$ cat src/rtl/c1541_head_stepper.sv
// C1541 head stepper: turns VIA stepper phases into a half-track index,
// tracks head settle time and requests write-back of a dirty track buffer.
module c1541_head_stepper #(
   parameter int RESET_HT   = 36,
   parameter int MAX_HT     = 84,
   parameter int SETTLE_CYC = 3000
) (
   input  logic       clk,
   input  logic       reset,
   input  logic       ce,
   input  logic [1:0] stp,
   input  logic       mtr,
   input  logic       act,
   input  logic       we,
   input  logic       img_mounted,
   output logic [6:0] half_track,
   output logic       tr00_sense_n,
   output logic       save_track,
   output logic       settling,
   output logic       modified
);

   localparam int SW = $clog2(SETTLE_CYC + 1);

   logic [1:0]    stp_old;
   logic [1:0]    delta;
   logic          step_in;
   logic          step_out;
   logic          attempt;
   logic          moved;
   logic          wr;
   logic          mnt_q;
   logic          mnt_rise;
   logic          flush;
   logic [SW-1:0] settle_cnt;
   logic          save_r = 1'b0;

   // Phase difference against the last sampled phase, wrap-around mod 4.
   always_comb begin
      delta    = stp - stp_old;
      step_in  = ce & mtr & (delta == 2'd1);
      step_out = ce & mtr & (delta == 2'd3);
      attempt  = step_in | step_out;
      moved    = (step_in  & (half_track != 7'(MAX_HT))) |
                 (step_out & (half_track != 7'd0));
      wr       = we & ce;
      mnt_rise = img_mounted & ~mnt_q;
      flush    = modified & (attempt | ~act);
   end

   // Head position, phase history and mount edge register.
   always_ff @(posedge clk) begin
      if (reset) begin
         half_track <= 7'(RESET_HT);
         stp_old    <= stp;
         mnt_q      <= img_mounted;
      end else begin
         if (ce)
            stp_old <= stp;
         mnt_q <= img_mounted;
         if (moved && step_in)
            half_track <= half_track + 7'd1;
         else if (moved && step_out)
            half_track <= half_track - 7'd1;
      end
   end

   // Settle timer: reloaded only by a step that actually moved the head.
   always_ff @(posedge clk) begin
      if (reset)
         settle_cnt <= '0;
      else if (moved)
         settle_cnt <= SW'(SETTLE_CYC);
      else if (ce && settle_cnt != '0)
         settle_cnt <= settle_cnt - 1'b1;
   end

   // Dirty flag and write-back toggle; a new mount discards dirty state.
   always_ff @(posedge clk) begin
      if (reset) begin
         modified <= 1'b0;
      end else if (mnt_rise) begin
         modified <= 1'b0;
      end else if (flush) begin
         save_r   <= ~save_r;
         modified <= wr;
      end else if (wr) begin
         modified <= 1'b1;
      end
   end

   assign save_track   = save_r;
   assign settling     = (settle_cnt != '0);
   assign tr00_sense_n = |half_track;

endmodule

$ cat config.mk
export PLATFORM = sky130hd
export DESIGN_NAME = c1541_head_stepper
export DESIGN_NICKNAME = d
export VERILOG_FILES = /design/src/rtl/c1541_head_stepper.sv
export SDC_FILE = /design/constraint.sdc
export NUM_CORES = 1
export LEC_CHECK = 0
export ABC_AREA = 1
export ABC_CLOCK_PERIOD_IN_PS = 2600
export CORE_ASPECT_RATIO = 0.7
export CORE_MARGIN = 8
export CORE_UTILIZATION = 38
export DETAILED_ROUTE_END_ITERATION = 16
export GPL_TIMING_DRIVEN = 0
export SYNTH_ARGS = -nofsm -noshare
export SYNTH_HDL_FRONTEND = slang
export SYNTH_SLANG_ARGS = --single-unit
$ cat constraint.sdc
create_clock -name clk -period 2.6 [get_ports clk]
set_clock_uncertainty 0.1 [all_clocks]
set_input_delay 0.26 -clock clk [delete_from_list [all_inputs] [get_ports clk]]
set_output_delay 0.26 -clock clk [all_outputs]
set_load 0.02 [all_outputs]
After elaboration in Yosys (flattened, before gate mapping)
Index checks and enable logic that the tools add are counted.

operators by class
  add/sub/neg operators = 4
  equality and inequality tests = 3
  multiplexer cells = 8
  bitwise gates (word level) = 16
  reduce and logical (&&, ||, !) cells = 13

operators by type and width
  cell                   count
  $mux 12                2
  $mux 7                 2
  $reduce_bool 12->1     1
  $sub 12x1->12 const B  1
  $and 1x1->1            8
  $reduce_bool 2->1      4
  $add 7x1->7 const B    1
  $ne 7x7->1 const B     1
  $reduce_bool 7->1      1
  $reduce_or 7->1        1
  $sub 7x1->7 const B    1
  $not 1->1              5
  $mux 2                 2
  $reduce_or 2->1        2
  $logic_and 1x1->1      3
  $or 1x1->1             3
  $reduce_and 3->1       1
  $eq 2x1->1 const B     1
  $eq 2x2->1 const B     1
  $mux 1                 2
  $sub 2x2->2            1

storage, ports and cells
  register bits after elaboration = 24
  input bits = 9
  output and inout port bits = 11
  logic and storage cells = 51

Logic depth before layout (Yosys ltp)
Gate-level depths: netlist (run 1).

  depth after elaboration = 8
  gate-level depth with buffers = 20

Worst setup path before layout (run 1)
No wires, ideal clock.

  kind = register to register
  from = register stp_old[0]
  to = register half_track[4]
  data arrival time = 2,088 ps
  data required time = 2,383 ps
  slack = 295 ps
  stages on the path, launching flop included = 14
  period minus slack after synthesis = 2,305 ps
  path through = edfxtp_1 > ha_1 > inv_1 > nand2_1 > nand2_1 > nand2_1 > nand2_1 > nand3_1 > fa_1 > nand3_1 > nand3_1 > or2_2 > nand4_1 > o21ai_1

between the ends
  longest elaborated chain between the ends = 7
  elaborated cells on any way between the ends = 12
  classes of those cells = add/sub: 1; eq/ne: 2; mux: 1; bitwise: 5; reduce/logical: 3

RTL lines
  what                                                RTL line  source
  start: declaration                                  25        logic [1:0] stp_old;
  start signal: assignment                            55        stp_old <= stp;
  start signal: assignment                            59        stp_old <= stp;
  $sub 2x2->2 (*)                                     40        delta = stp - stp_old;
  $eq 2x1->1 / $eq 2x2->1 (equally long branches)     41, 42
  $and 1x1->1 (on tied branches)                      41, 42
  $and 1x1->1 (on tied branches)                      44, 45
  $or 1x1->1                                          44        moved = (step_in & (half_track != 7'(MAX_HT))) |
  $logic_and 1x1->1 (on tied branches)                61, 63
  $mux 7 / $reduce_bool 2->1 (equally long branches)  --
  end signal: assignment                              54        half_track <= 7'(RESET_HT);
  end signal: assignment                              62        half_track <= half_track + 7'd1;
  end signal: assignment                              64        half_track <= half_track - 7'd1;
  end: declaration                                    16        output logic [6:0] half_track,

Every way passes the cells marked *; elsewhere a longest branch is shown, timed or not.
A chain may end at the register's enable or synchronous reset.

Final worst setup path (run 1)
  from = register stp_old[0]
  to = register half_track[6]

Same word-level chain as after synthesis.

==> results of run 1 <==
[layout make-up]
class                           instances  area [um^2]
Clock buffer                            3         41.3
Clock inverter                          1         3.75
Sequential cell                        24          510
Timing Repair Buffer                   23          226
Inverter                               36          135
Buffer                                  2         15.0
Tap cell                               52         65.1
Fill cell                             399         1960
Multi-Input combinational cell        175          937
[layout by cell type, fill, tap and decap left out, drive strengths merged]
| master | n |
|---|---|
| o21ai | 9 |
| dfxtp | 21 |
| nand3 | 21 |
| edfxtp | 3 |
| nor3 | 3 |
| dlymetal6s2s | 1 |
| o211ai | 1 |
| inv | 36 |
| a21oi | 15 |
| nor3b | 1 |
| nand2 | 67 |
| or2 | 4 |
| nor2 | 36 |
| o21bai | 1 |
| clkinv | 1 |
| buf | 5 |
| fa | 1 |
| ha | 9 |
| clkbuf | 4 |
| clkdlybuf4s50 | 18 |
| xnor2 | 1 |
| nand3b | 2 |
| nand4 | 2 |
| xor2 | 2 |
[worst min-delay path by stage]
stage	start	endpoint	slack, ns
after floorplan	img_mounted	mnt_q$_DFF_P_	0.19
after global placement	settle_cnt[11]$_SDFFE_PP0P_	settle_cnt[11]$_SDFFE_PP0P_	0.38
after detailed placement	settle_cnt[11]$_SDFFE_PP0P_	settle_cnt[11]$_SDFFE_PP0P_	0.38
after CTS	img_mounted	mnt_q$_DFF_P_	0.37
after global routing	stp[0]	stp_old[0]$_DFFE_PP_	0.11
final	stp[0]	stp_old[0]$_DFFE_PP_	0.10
[sequential cells by signal, summed over array words and instances (netlist names)]
| register | count |
|---|---|
| settle_cnt | 12 |
| modified | 1 |
| save_track | 1 |
| half_track | 7 |
| mnt_q | 1 |
| stp_old | 2 |
[timing repair]
action	in CTS	in global routing
resized for setup	2	12
buffers inserted	0	4
endpoints found under the setup margin	4	3
pin swaps	0	3
[worst max-delay path: stages (launching register included)]
cell	delay (ns)
edfxtp_1	0.37
ha_1	0.20
inv_1	0.05
nand2_1	0.06
nand2_1	0.07
nand2_1	0.06
nand2_2	0.11
nand3_4	0.15
buf_6	0.17
ha_4	0.23
nand2_2	0.07
inv_1	0.04
nand2_1	0.05
nand2_1	0.05
nor2_2	0.15
inv_1	0.05
nand2_1	0.06
nand3_1	0.08
nand2_1	0.07
nand2_1	0.04
nor2_1	0.08
[through the flow]
step / utilization / cells / worst slack (ns)
after floorplan: - / 237 / 0.295
after global placement: 0.461 / 308 / -0.497
after detailed placement: 0.461 / 308 / -0.514
after CTS: 0.476 / 312 / 0.0214
after global routing: 0.496 / 316 / 0.0113
final: 0.496 / 316 / 0.214
[kinds of logic (layout without fill, tap and decap cells)]
logic type,Yosys count,count (layout)
DFF,24,24
and+or+nand+nor,136,136
adders and majority gates,10,10
buffers and inverters,38,65
AOI/OAI and AO/OA,26,26
xor gates and xnor gates,3,3
[routing by layer]
metal | vias to the layer above | routed length [um] | global-route usage
met5 | - | 0 | 0
met4 | 0 | 14 | 0.0214
met3 | 2 | 223 | 0.0357
met1 | 612 | 1990 | 0.169
li1 | 802 | - | -
met2 | 26 | 1360 | 0.151
[power by group]
part           total (mW)  switching [mW]  internal [mW]
clock               0.224           0.118          0.106
sequential          0.527          0.0759          0.451
combinational       0.753           0.452          0.300
total                1.50           0.646          0.858
==> impl_metrics.py, run 1 <==
metrics = {
    "outcome": {
        "run_status": "finished, final reports clean",
    },
    "routing": {
        "drt_pass1_iterations": 4,
        "dr_total_vias": 1442,
        "ant_nets": 0,
        "vias_per_cell": 4.56,
        "wire_per_inst_um": 11.3,
        "post_route_drc": 0,
        "finalWirelength_mm": 3.58,
        "drt-initial-drc-count": 79,
    },
    "power": {
        "power.density_cell_area_nw_per_um2": 778,
        "ir_worst_vdd_mv": 0.324,
        "power.static_leakage_nw": 0.902,
        "power_mw": 1.50,
    },
    "floorplanning": {
        "design.core.area_um2": 3900,
        "floorplan.initialDensity": 0.395,
        "chipHeight_um": 69.3,
        "core.rowCount": 19,
        "die_w_um": 92.1,
        "area_of_the_die_um2": 6380,
        "pin_count": 20,
    },
    "cells_and_area": {
        "antenna_cells_inserted": 0,
        "post_route_cells_drive_above_1_share": 0.117,
        "num-nets-final": 284,
        "stdcell_area_um2": 1930,
        "layout-area-overhead-vs-synth_pct": 25.5,
    },
    "synthesis": {
        "synth-compound-area-share": 0.0877,
        "syn_avg_cell_area_um2": 6.50,
        "synth_most_common_cell": "nand2_1",
        "ys_ff_latch": 24,
        "synth_sequential_area_ratio": 0.331,
        "ys_types": 25,
        "area_share_of_and_or_nand_nor_cells_after_synthesis": 0.381,
        "synthDominantAreaCellType": "dfxtp_1",
        "synth_largest_type_area_fraction": 0.273,
        "post_synth_main_area_contributors": "dfxtp_1 27%, nand2_1 15%, nor2_1 8.3%",
        "synth_fa_ha_area_frac": 0.0860,
        "synth_xor_xnor_area_share": 0.0170,
        "synth_cells": 237,
        "postSynth.topFlopCell": "dfxtp_1",
        "mux_cell_area_share_after_synthesis": 0,
        "postSynth.asyncResetShare": 0,
        "syn-num-nets": 256,
        "dominant_combinational_cell_family_by_area_after_synthesis": "simple AND/OR/NAND/NOR gates",
        "synth.cell_area_um2": 1540,
        "yosysWarningCount": 0,
        "synth-edff-count": 3,
        "ys_top_cells_by_count": "63 x nand2_1, 34 x nor2_1, 33 x inv_1",
    },
    "min_path": {
        "holdCritPathClass": "primary input to register",
        "hold_path_depth": 1,
    },
    "place": {
        "io_buffers": 19,
        "post-dp-hpwl_mm": 2.66,
        "finalWeightedCongestion": 0.799,
        "dpl_cell_area_um2": 1800,
    },
    "cts": {
        "clock_path_buffers": 2,
        "cts_buffers": 3,
        "count_of_hold_buffers_inserted_by_post_cts_repair": 0,
        "root_buffer": "clkbuf_8",
        "deepest_level_of_the_cts_h_tree": 1,
        "clk_transition_reported_paths_ns": 0.09,
        "clock_sink_count": 24,
        "clk_latency_ns": 0.27,
        "tritoncts": "done",
    },
    "sta": {
        "final_hold_slack_ns": 0.103,
        "setup-violations-final": 0,
        "tns_ns": 0,
        "timing.final.max_slew_violations": 0,
        "max-slew-margin-rel": 0.676,
        "maxClockFrequency_mhz": 419,
        "tightest_pin_transition_ns": 0.482,
        "rsz0062_at_grt": "no",
        "final_hold_viol_count": 0,
        "final.min_clock_period_ns": 2.39,
        "fraction_of_the_cycle_the_final_worst_path_needs": 0.918,
    },
    "global_route": {
        "grt_pass1_vias": 1322,
        "gr-usage-all-layers": 0.113,
        "number_of_antenna_violations_at_the_first_check_in_global_routing": 0,
        "grt_max_degree": 14,
        "grt_remaining_overflow": 0,
        "grt_first_pass_wirelength_mm": 6.15,
    },
    "critical_path": {
        "critical_path.reg2reg.startpoint": "stp_old[0]$_DFFE_PP_",
        "critPathLaunch": "stp_old[0]$_DFFE_PP_",
        "reg2reg_setup_slack_ns": 0.21,
        "critical_path.startpoint_type": "register",
        "logic_depth_of_the_worst_register_to_register_path": 20,
        "endpoint_kind": "register",
        "worstReg2RegEnd": "half_track[6]$_SDFFE_PP0P_",
        "crit_type": "register to register",
        "cp_endpoint": "half_track[6]$_SDFFE_PP0P_",
        "arr_time_crit_path_ns": 2.50,
        "worstPathRequired_ns": 2.72,
        "critical_path_fanout_max": 6,
    },
    "job": {
        "max_cap_viol_count": 0,
    },
}
(Power assumes the default switching activity.)
==> run 2: changes to the inputs <==
--- a/config.mk
+++ b/config.mk
@@ -11,7 +11,7 @@
 export CORE_MARGIN = 8
 export CORE_UTILIZATION = 38
 export DETAILED_ROUTE_END_ITERATION = 16
-export GPL_TIMING_DRIVEN = 0
+export PLACE_DENSITY_LB_ADDON = 0.08
 export SYNTH_ARGS = -nofsm -noshare
 export SYNTH_HDL_FRONTEND = slang
 export SYNTH_SLANG_ARGS = --single-unit
==> impl_metrics.py, run 2 (same netlist as run 1, synthesis figures left out) <==
metrics = {
    "cells_and_area": {
        "largest_register_ffs": 12,
        "layout.cells.most_common": "nand2_1",
        "antenna_cells_inserted": 0,
        "regMostFlops": "settle_cnt",
        "num-fill-cells": 409,
        "num-nets-final": 288,
        "post_route_cells_drive_above_1_share": 0.142,
        "layout-area-overhead-vs-synth_pct": 29.9,
        "top_regs": "settle_cnt (12), half_track (7), stp_old (2)",
        "finalCoreUtilization": 0.513,
        "ff_latch_area_um2": 510,
        "area_of_the_multi_input_gates_um2": 960,
        "layout.cells.most_common_list": "62 x nand2_1, 33 x inv_1, 33 x nor2_1, 21 x dfxtp_1, 20 x nand3_1",
    },
    "sta": {
        "setup-violations-final": 0,
        "tightest_pin_transition_ns": 0.538,
        "timing.final.max_slew_violations": 0,
        "max-slew-margin-rel": 0.639,
        "fraction_of_the_cycle_the_final_worst_path_needs": 0.939,
        "maxClockFrequency_mhz": 410,
        "final_hold_viol_count": 0,
        "final.min_clock_period_ns": 2.44,
        "final_critical_path_setup_slack_ns": 0.159,
    },
    "critical_path": {
        "worstPathRequired_ns": 2.67,
        "cp_num_buf_inv": 3,
        "critical-path-max-stage-delay_ns": 0.47,
        "chain_of_cells_forming_the_critical_path": "clkdlybuf4s50_1 -> inv_1 -> ha_1 -> nor2_2 -> nand3_4 -> buf_4 -> ha_1 -> nand3_1 -> nand2_1 -> nand2_1 -> nand2_1 -> a21oi_1 -> nand2_1 -> nand2_1 -> o21ai_1",
        "critPathTopFamily": "simple AND/OR/NAND/NOR gates",
        "critical_path_cell_with_the_highest_stage_delay": "clkdlybuf4s50_1",
        "critical_path_fanout_max": 7,
        "crit_type": "primary input to register",
        "crit_top_cell": "nand2_1",
        "endpoint_kind": "register",
        "critical_path.startpoint_type": "primary input",
        "arr_time_crit_path_ns": 2.51,
    },
    "power": {
        "intPower_mw": 0.935,
        "switching_share": 0.419,
        "clock_power_share": 0.184,
        "power.static_leakage_nw": 0.926,
        "power.share.combinational": 0.487,
        "power.density_cell_area_nw_per_um2": 804,
        "ir_worst_vdd_mv": 0.381,
        "share_of_power_burned_in_registers": 0.329,
        "netSwitchingPower_mw": 0.674,
    },
    "cts": {
        "clock_path_buffers": 2,
        "root_buffer": "clkbuf_8",
        "clock_sink_count": 24,
        "deepest_level_of_the_cts_h_tree": 1,
        "cts_buffers": 3,
        "tritoncts": "done",
        "clk_latency_ns": 0.27,
        "count_of_hold_buffers_inserted_by_post_cts_repair": 0,
        "clk_transition_reported_paths_ns": 0.09,
    },
    "floorplanning": {
        "floorplan.initialDensity": 0.395,
        "design.core.area_um2": 3900,
        "pin_count": 20,
        "area_of_the_die_um2": 6380,
        "chipHeight_um": 69.3,
        "die_w_um": 92.1,
        "core.rowCount": 19,
    },
    "min_path": {
        "holdCritPathClass": "primary input to register",
    },
    "routing": {
        "vias_per_cell": 4.67,
        "wire_per_inst_um": 11.9,
        "finalWirelength_mm": 3.80,
        "drt_pass1_iterations": 4,
        "drt-initial-drc-count": 124,
        "ant_nets": 0,
        "post_route_drc": 0,
        "dr_total_vias": 1493,
    },
    "place": {
        "finalWeightedCongestion": 0.886,
        "dp_slack_ns": -0.265,
        "io_buffers": 19,
        "post-dp-hpwl_mm": 2.82,
    },
    "global_route": {
        "grt_pass1_vias": 1302,
        "gr-usage-all-layers": 0.121,
        "grt_remaining_overflow": 0,
        "grt_max_degree": 15,
        "grt_first_pass_wirelength_mm": 6.37,
        "number_of_antenna_violations_at_the_first_check_in_global_routing": 0,
    },
    "outcome": {
        "run_status": "finished, final reports clean",
    },
    "job": {
        "max_cap_viol_count": 0,
    },
}
==> run 2: cell count changes in the layout (fill, tap and decap cells not counted), sizes merged <==
cell	change
buf	+5
clkinv	-1
clkdlybuf4s50	+1
dlymetal6s2s	-1
==> run 2: power by group through the flow <==
| stage | logic (mW) | registers [mW] | clock network (mW) |
|---|---|---|---|
| after global placement | 0.759 | 0.534 | 0 |
| after global routing | 0.903 | 0.543 | 0.331 |
| after CTS | 0.764 | 0.525 | 0.307 |
| after detailed placement | 0.759 | 0.532 | 0 |
| final | 0.784 | 0.529 | 0.296 |
| after floorplan | 0.559 | 0.526 | 0 |
==> run 2: per-layer routing <==
metal	global-route usage	vias up	share of wire
met1	0.190	651	0.56
met5	0	-	0
met4	0.0374	0	0.011
met2	0.142	29	0.37
met3	0.0411	5	0.057
li1	-	808	-
==> run 2: cell type report <==
| cell class | instances | area share |
|---|---|---|
| Timing Repair Buffer | 29 | 0.132 |
| Clock buffer | 4 | 0.0331 |
| Multi-Input combinational cell | 175 | 0.479 |
| Inverter | 36 | 0.0675 |
| Tap cell | 52 | 0.0325 |
| Sequential cell | 24 | 0.255 |
==> run 2: worst register-to-register path, delay by kind of cell, from the launching register on <==
family / cells / cell delay, ns
adders and majority gates: 2 / 0.46
and+or+nand+nor: 11 / 0.82
DFF: 1 / 0.39
AOI/OAI and AO/OA: 2 / 0.20
buffers and inverters: 2 / 0.25
==> run 2: repair_timing <==
action | 4_1_cts | 5_1_grt
hold endpoints to repair | 0 | 0
gates resized for setup | 0 | 12
setup endpoints to repair | 0 | 4
setup buffers | 0 | 0
==> run 2: stage by stage <==
stage | instance area [um^2] | setup TNS [ns] | hold slack [ns] | total power, mW | instances
CTS | 1920 | 0 | 0.379 | 1.60 | 320
global placement | 1860 | -0.813 | 0.374 | 1.29 | 316
finish | 2000 | 0 | 0.371 | 1.61 | 320
global route | 2000 | -0.0185 | 0.392 | 1.78 | 320
detailed placement | 1860 | -1.02 | 0.373 | 1.29 | 316
floorplan | 1540 | 0 | 0.188 | 1.09 | 237
==> run 2: path summary, 6_finish.rpt <==
| path | start | to | slack, ns | depth (start not counted) |
|---|---|---|---|---|
| max | stp[0] | half_track[5]$_SDFFE_PP1P_ | 0.16 | 15 |
| min | img_mounted | mnt_q$_DFF_P_ | 0.37 | 1 |
| max reg2reg | stp_old[0]$_DFFE_PP_ | half_track[5]$_SDFFE_PP1P_ | 0.27 | 17 |
| min reg2reg | settle_cnt[10]$_SDFFE_PP0P_ | settle_cnt[10]$_SDFFE_PP0P_ | 0.39 | 2 |
==> run 3: changes to the inputs <==
--- a/config.mk
+++ b/config.mk
@@ -11,7 +11,10 @@
 export CORE_MARGIN = 8
 export CORE_UTILIZATION = 38
 export DETAILED_ROUTE_END_ITERATION = 16
+export GPL_ROUTABILITY_DRIVEN = 0
+export HOLD_SLACK_MARGIN = 0.05
 export PLACE_DENSITY_LB_ADDON = 0.08
 export SYNTH_ARGS = -nofsm -noshare
 export SYNTH_HDL_FRONTEND = slang
 export SYNTH_SLANG_ARGS = --single-unit
+export TNS_END_PERCENT = 100
==> results of run 3 <==
No change in the layout: final DEF, timing and power equal those of run 2.
